## src/rtl/phase_sequencer.sv

```systemverilog
// Control sequencer for the 16-bit SIMPLE datapath: walks fetch/decode/execute phases P1..P5,
// decodes per-phase datapath enables and owns the memory handshake, HALT and ack-timeout fault.
module phase_sequencer #(
  parameter int unsigned ACK_TIMEOUT = 255,
  parameter int unsigned CNT_W       = 16
) (
  input  logic             clock,
  input  logic             reset,
  input  logic             start,
  input  logic [15:0]      ir,
  input  logic [3:0]       flags,
  input  logic             mem_ack,
  output logic [4:0]       phase,
  output logic             busy,
  output logic             halted,
  output logic             fault,
  output logic             mem_req,
  output logic             mem_we,
  output logic             ir_load,
  output logic             pc_inc,
  output logic             reg_read,
  output logic             alu_en,
  output logic             flag_we,
  output logic             dr_load,
  output logic             reg_we,
  output logic             pc_load,
  output logic             out_en,
  output logic             in_en,
  output logic [CNT_W-1:0] retired
);

  typedef enum logic [2:0] {
    StIdle, StP1, StP2, StP3, StP4, StP5, StHalted, StFault
  } state_e;

  // Last wait count that may still see an ack; one more empty cycle means fault.
  localparam logic [15:0] WaitLast = 16'(ACK_TIMEOUT - 1);

  state_e           state_q;
  logic [15:0]      wait_q;
  logic [CNT_W-1:0] retired_q;

  logic [1:0] cls;
  logic [3:0] op;
  logic [2:0] sub;
  logic [2:0] cond;
  logic       flag_v, flag_z, flag_s;
  logic       is_alu_cls, is_halt, is_out, is_in, is_cmp;
  logic       is_load, is_store, is_mem;
  logic       cond_true, branch_taken, writes_flags, writes_reg;
  logic       unused;

  assign cls    = ir[15:14];
  assign op     = ir[7:4];
  assign sub    = ir[13:11];
  assign cond   = ir[10:8];
  assign flag_v = flags[3];
  assign flag_z = flags[1];
  assign flag_s = flags[0];
  assign unused = ^{ir[3:0], flags[2]};

  assign is_alu_cls = (cls == 2'b11);
  assign is_halt    = is_alu_cls && (op == 4'b1111);
  assign is_out     = is_alu_cls && (op == 4'b1101);
  assign is_in      = is_alu_cls && (op == 4'b1100);
  assign is_cmp     = is_alu_cls && (op == 4'b0101);
  assign is_load    = (cls == 2'b00);
  assign is_store   = (cls == 2'b01);
  assign is_mem     = is_load || is_store;

  always_comb begin
    cond_true = 1'b0;
    unique case (cond)
      3'b000:  cond_true = flag_z;
      3'b001:  cond_true = flag_s ^ flag_v;
      3'b010:  cond_true = flag_z | (flag_s ^ flag_v);
      3'b011:  cond_true = ~flag_z;
      default: cond_true = 1'b0;
    endcase
  end

  assign branch_taken = (cls == 2'b10) &&
                        ((sub == 3'b100) || ((sub == 3'b111) && cond_true));
  assign writes_flags = is_alu_cls && !is_out && !is_in && !is_halt;
  assign writes_reg   = is_load || ((cls == 2'b10) && (sub == 3'b000)) ||
                        (is_alu_cls && !is_cmp && !is_out && !is_halt);

  always_ff @(posedge clock) begin
    if (reset) begin
      state_q   <= StIdle;
      wait_q    <= '0;
      retired_q <= '0;
    end else begin
      unique case (state_q)
        StIdle, StHalted: begin
          if (start) begin
            state_q <= StP1;
            wait_q  <= '0;
          end
        end
        StP1: begin
          if (mem_ack)                state_q <= StP2;
          else if (wait_q == WaitLast) state_q <= StFault;
          else                        wait_q  <= wait_q + 16'd1;
        end
        StP2: state_q <= StP3;
        StP3: begin
          if (is_halt) begin
            state_q   <= StHalted;
            retired_q <= retired_q + CNT_W'(1);
          end else if (is_mem) begin
            state_q <= StP4;
            wait_q  <= '0;
          end else begin
            state_q <= StP5;
          end
        end
        StP4: begin
          if (mem_ack)                state_q <= StP5;
          else if (wait_q == WaitLast) state_q <= StFault;
          else                        wait_q  <= wait_q + 16'd1;
        end
        StP5: begin
          state_q   <= StP1;
          wait_q    <= '0;
          retired_q <= retired_q + CNT_W'(1);
        end
        StFault: state_q <= StFault;
        default: state_q <= StIdle;
      endcase
    end
  end

  // Outputs decode straight from state and the live ir/flags/mem_ack inputs.
  always_comb begin
    phase    = 5'b00000;
    busy     = 1'b0;
    halted   = 1'b0;
    fault    = 1'b0;
    mem_req  = 1'b0;
    mem_we   = 1'b0;
    ir_load  = 1'b0;
    pc_inc   = 1'b0;
    reg_read = 1'b0;
    alu_en   = 1'b0;
    flag_we  = 1'b0;
    dr_load  = 1'b0;
    reg_we   = 1'b0;
    pc_load  = 1'b0;
    out_en   = 1'b0;
    in_en    = 1'b0;
    unique case (state_q)
      StP1: begin
        phase   = 5'b00001;
        busy    = 1'b1;
        mem_req = 1'b1;
        ir_load = mem_ack;
        pc_inc  = mem_ack;
      end
      StP2: begin
        phase    = 5'b00010;
        busy     = 1'b1;
        reg_read = 1'b1;
      end
      StP3: begin
        phase   = 5'b00100;
        busy    = 1'b1;
        alu_en  = 1'b1;
        flag_we = writes_flags;
        in_en   = is_in;
      end
      StP4: begin
        phase   = 5'b01000;
        busy    = 1'b1;
        mem_req = 1'b1;
        mem_we  = is_store;
        dr_load = is_load && mem_ack;
      end
      StP5: begin
        phase   = 5'b10000;
        busy    = 1'b1;
        reg_we  = writes_reg;
        pc_load = branch_taken;
        out_en  = is_out;
      end
      StHalted: halted = 1'b1;
      StFault:  fault  = 1'b1;
      default: ;
    endcase
  end

  assign retired = retired_q;

endmodule

```

## config.mk

```make
export PLATFORM = sky130hd
export DESIGN_NAME = phase_sequencer
export DESIGN_NICKNAME = d
export VERILOG_FILES = /design/src/rtl/phase_sequencer.sv
export SDC_FILE = /design/constraint.sdc
export NUM_CORES = 1
export LEC_CHECK = 0
export ABC_AREA = 1
export CORE_MARGIN = 3
export CORE_UTILIZATION = 46
export DETAILED_ROUTE_END_ITERATION = 8
export PLACE_DENSITY = 0.77
export SLEW_MARGIN = 20
export SYNTH_ARGS = -nofsm -noshare
export SYNTH_HDL_FRONTEND = slang
export SYNTH_SLANG_ARGS = --single-unit
```

## constraint.sdc

```tcl
create_clock -name clock -period 1.44 [get_ports clock]
set_input_delay 0.288 -clock clock [delete_from_list [all_inputs] [get_ports clock]]
set_output_delay 0.288 -clock clock [all_outputs]
set_load 0.03 [all_outputs]
```

Yosys cells after proc, flatten, opt, wreduce, memory -nomap -nowiden. Index checks and enable logic that the tools add are counted.

Register bits: 35. Word-level logic and storage cells: 98. Bits of input ports: 24.

Add/subtract/negate cells: 2. Eq/ne operators: 26. Bitwise gates (word level): 3. Reduce and logical (&&, ||, !) cells: 33. Muxes and demuxes: 31.

Operator list (number): $mux W16 (6); $pmux W16 S4 (1); $add A16 B1 Y16 const B (2); $pmux W16 S2 (1); $pmux W5 S5 (1); $pmux W3 S7 (1); $eq A3 B3 Y1 const B (6); $eq A16 B8 Y1 const B (1); $mux W1 (15); $logic_and A1 B1 Y1 (14); $eq A3 B2 Y1 const B (4); $eq A4 B4 Y1 const B (3); $mux W3 (4); $ne A2 B2 Y1 const B (6); $logic_not A3 Y1 (3); $eq A3 B1 Y1 const B (2); $reduce_and A6 Y1 (1); $reduce_or A5 Y1 (1); $eq A2 B2 Y1 const B (2); $eq A4 B3 Y1 const B (1); $logic_not A1 Y1 (4); $logic_or A1 B1 Y1 (4); $pmux W1 S4 (1); $reduce_bool A4 Y1 (1); other kinds (9) (10).

Longest topological paths before layout.
Depth after elaboration: 8. Depth in mapped cells: 11. Mapped depth without buffers: 11.

Least setup slack after synthesis. Ideal clock, no wire load.

Kind: register -> output. From: reg state_q[0]. To: out out_en. Setup slack: -0.457 ns. Cell stages (with the launch flop): 7. Path buffers: 0. Required time: 1.152 ns. Arrival time: 1.609 ns. Cell sequence: dfxtp_1 -> inv_2 -> nor2_2 -> inv_2 -> nor2_4 -> inv_1 -> nor3_1.

Word-level cells in the longest chain between the ends: 2.

RTL lines: start: declaration (line 39) `state_e state_q;`; start signal: assignment (line 90) `state_q <= StIdle;`; start signal: assignment (line 97) `state_q <= StP1;`; start signal: assignment (line 102) `if (mem_ack) state_q <= StP2;`; $eq A3 B3 Y1 (line 152) `unique case (state_q)`; $mux W1 (line 152); end: declaration (line 27) `output logic out_en,`.

Every way passes these cells.

Worst setup path in the final report.
From: in ir[11]. To: out reg_we.

Word-level cells in the longest chain between the ends: 5.

RTL lines: start: declaration (line 10) `input logic [15:0] ir,`; $logic_not A3 Y1 (line 85) `assign writes_reg = is_load || ((cls == 2'b10) && (sub == 3'b000)) ||`; $logic_and A1 B1 Y1 (line 85); $logic_or A1 B1 Y1 (2 in a row) (line 85); $mux W1 (line 152); end: declaration (line 25) `output logic reg_we,`.

Every way passes these cells.

==> PnR_summary.wiki <==
{| class="wikitable"
! Metric !! Value
|-
| Xor and xnor fraction of the mapped netlist area || 0.0171
|-
| Minimum clock period after layout || 1940 ps
|-
| Global-route wire length before repair || ~16 mm
|-
| Post-synthesis share of cell area spent on full adders, half adders and majority gates || 0.0146
|-
| Layout Cell Area excl Fill || just under 5000 um2
|-
| Highest-count cells in the layout ignoring fill and taps || 90 x sky130_fd_sc_hd__nand2_1, 82 x sky130_fd_sc_hd__buf_4, 48 x sky130_fd_sc_hd__nor2_1
|-
| Worst EP arrival || about 1700 ps
|-
| CP endpoint kind || output port
|-
| GRT Residual Overflow || 0
|-
| Number of global-route vias before repair || about 3500
|-
| Global-route total usage across every layer || 0.301
|-
| Floorplan die height || about 81 um
|-
| Final worst-path setup slack || -504 ps
|-
| Pin count of the biggest net entering global routing || 19
|-
| Number of H-tree branching levels || 2
|-
| Share of cell area taken by muxes after synthesis || 0.00439
|-
| Highest attainable clock frequency || 0.514 GHz
|-
| Buffer levels on the longest clock path || 2
|-
| Most common flop cell mapped by yosys || sky130_fd_sc_hd__dfxtp_1
|-
| Core footprint || approximately 5200 um2
|-
| DP Area || between 3000 and 4000 um2
|-
| Standby leakage power || 2.15 nW
|-
| Drc violations || 0
|-
| Largest family of logic cells by synthesized area || simple AND/OR/NAND/NOR gates
|-
| Post-Route Skew || 18.0 ps
|-
| Violated checks || setup timing
|-
| Cell variety after synth || 33
|-
| Post-Synth Simple-Gate Area || 0.479
|-
| Peak ir drop on the vdd network || roughly 0.65 mV
|-
| Synth Net Count || ~470
|-
| Instance count along the most critical hold path || 1
|-
| Hold crit path type || reg2reg
|-
| Mean instance size in the synthesized netlist || roughly 5.9 um2
|-
| Final net count || just over 600
|-
| Synth warnings || 0
|-
| Top-level port count || 60
|-
| Maxcap violations || 0
|-
| Die Area || around 6500 um2
|-
| Number of register bits inferred by synthesis || 35
|-
| Effective utilization at floorplan || 0.489
|-
| Vias after detailed routing || about 4400
|-
| Most common library cell in the layout ignoring fill and taps || sky130_fd_sc_hd__nand2_1
|-
| Clock slew at the register clock pins of the worst setup and hold paths || 70 ps
|-
| CTS Buf Count || 5
|-
| Register area share after synthesis || 0.273
|-
| Clock latency on the worst-skew pair || between 300 and 400 ps
|-
| Layout cells sized above 1 || 0.482
|-
| Number of antenna violations at the first check in global routing || 1
|-
| Setup repair after global routing missed its margin || yes
|-
| Fraction of synthesis flops using an asynchronous set or reset pin || 0
|-
| Fin crit share || 1.35
|-
| Sum of routed wire length over all layers || around 16 mm
|-
| Status || complete, but fails checks
|-
| Die outline width || just over 80 um
|-
| DRT antenna net count || 0
|-
| Worst Path Required || between 1000 and 1500 ps
|-
| Detailed Route Iter0 Violations || roughly 660
|-
| Wire per inst || between 20 and 25 um
|-
| Cts-stage hold buffer count || 0
|-
| Synthesized instance count || between 400 and 500
|-
| Final setup vio count || 56
|-
| Buffers on Ports || 54
|-
| CTS tree || built
|-
| Number of hold violations in the final report || 0
|-
| Clock root buffer master || sky130_fd_sc_hd__clkbuf_8
|-
| CP Launch Type || input port
|-
| Path depth of the worst reg2reg path || 9
|-
| First-pass iteration count of the detailed router || 9
|-
| Synthesized-area fraction occupied by ao, oa, aoi and oai cells || 0.0937
|-
| Post-synth EDFFs || 0
|-
| Standard-cell rows || 26
|-
| Area Growth Syn to Fin || 88.3%
|-
| CTS Sinks || 35
|-
| Critical Setup Path Class || in2out
|-
| Final Slew Violations || 0
|-
| Total standard cell area after synthesis || 2560 um2
|-
| PwrDens || 858 nW/um2
|-
| Vias per Instance || around 6.6
|-
| Maximum fanout count along the critical path || 2
|-
| HPWL after detailed placement || ~6 mm
|-
| Routability Congestion || about 0.9
|-
| Slew headroom || 0.677
|-
| Worst-Margin Slew || just under 500 ps
|-
| Final cell utilization of the core || 0.922
|-
| Register-to-register setup slack || -480 ps
|}
## logic make-up (layout without fill, tap and decap cells)
kind of cell	after synthesis	after routing
AO/OA/AOI/OAI	46	46
XOR/XNOR	5	5
adder cells (fa/ha/maj)	3	3
buffers and inverters	74	231
flip-flops	35	35
multiplexers	1	1
other	0	1
AND/OR/NAND/NOR	274	275
## per-layer routing
| metal | GRT usage | part of all wire | vias up | wire length [um] |
|---|---|---|---|---|
| met1 | 0.343 | 0.32 | 2018 | 5100 |
| met2 | 0.526 | 0.43 | 465 | 6700 |
| met5 | 0 | 0.00051 | - | 8 |
| met3 | 0.0583 | 0.14 | 195 | 2260 |
| li1 | - | - | 1714 | - |
| met4 | 0.159 | 0.11 | 2 | 1660 |
## state kept, by name (all words and copies together), names as in the netlist
register  cells
retired      16
wait_q       16
state_q       3
## power breakdown
part / switching (mW) / total, mW / internal [mW] / leakage (nW)
Clock: 0.431 / 0.770 / 0.340 / 0.0412
Combinational: 1.30 / 2.33 / 1.02 / 1.82
Sequential: 0.0516 / 1.04 / 0.993 / 0.291
Total: 1.78 / 4.14 / 2.36 / 2.15
## worst max-delay path: stages
cell	delay (ps)
sky130_fd_sc_hd__dlygate4sd2_1	300
sky130_fd_sc_hd__inv_1	110
sky130_fd_sc_hd__nand2_1	170
sky130_fd_sc_hd__or3_4	460
sky130_fd_sc_hd__a31oi_4	180
sky130_fd_sc_hd__buf_6	150
## worst paths after layout
| check | from | end |
|---|---|---|
| worst max-delay path | ir[11] | reg_we |
| worst min-delay path | retired[0] | retired[0] |
| worst max register to register | wait_q[1] | wait_q[14] |
| worst min register to register | retired[0] | retired[0] |
## cell type report
type / instances / area [um2]
Timing Repair Buffer: 159 / 1470
Clock buffer: 6 / 72.6
Clock inverter: 2 / 12.5
Tap cell: 70 / 87.6
Multi-Input combinational cell: 330 / 2170
Fill cell: 194 / 410
Antenna cell: 1 / 2.50
Sequential cell: 35 / 734
Inverter: 64 / 275
## repair_timing
action / CTS / global route
setup buffers: 19 / 17
pin swaps: 27 / 38
cloned: 1 / 1
setup endpoints to repair: 68 / 55
gates resized for setup: 97 / 153
## synthesized netlist by cell type, drive strengths merged (4+ instances only)
master    n  area share
nand2   134        0.21
nor2     69        0.11
inv      63       0.092
dfxtp    35        0.27
nand3    35       0.076
a21oi    29       0.057
nand4    16       0.039
nor3     14       0.027
o21ai    12       0.023
buf       6       0.019
clkbuf    4      0.0059
## stage by stage
step	hold WS, ps	TNS [ps]	std cells	setup WS, ps	total power [mW]
6_report	474	-14610	667	-504	4.14
5_1_grt	482	-16550	666	-581	4.25
4_1_cts	469	-6220	652	-276	3.27
3_5_place_dp	458	-16110	624	-506	2.14
3_3_place_gp	455	-15100	624	-459	2.12
2_1_floorplan	464	-498	438	-101	1.69
No activity file was read; power rests on OpenSTA's default activity.
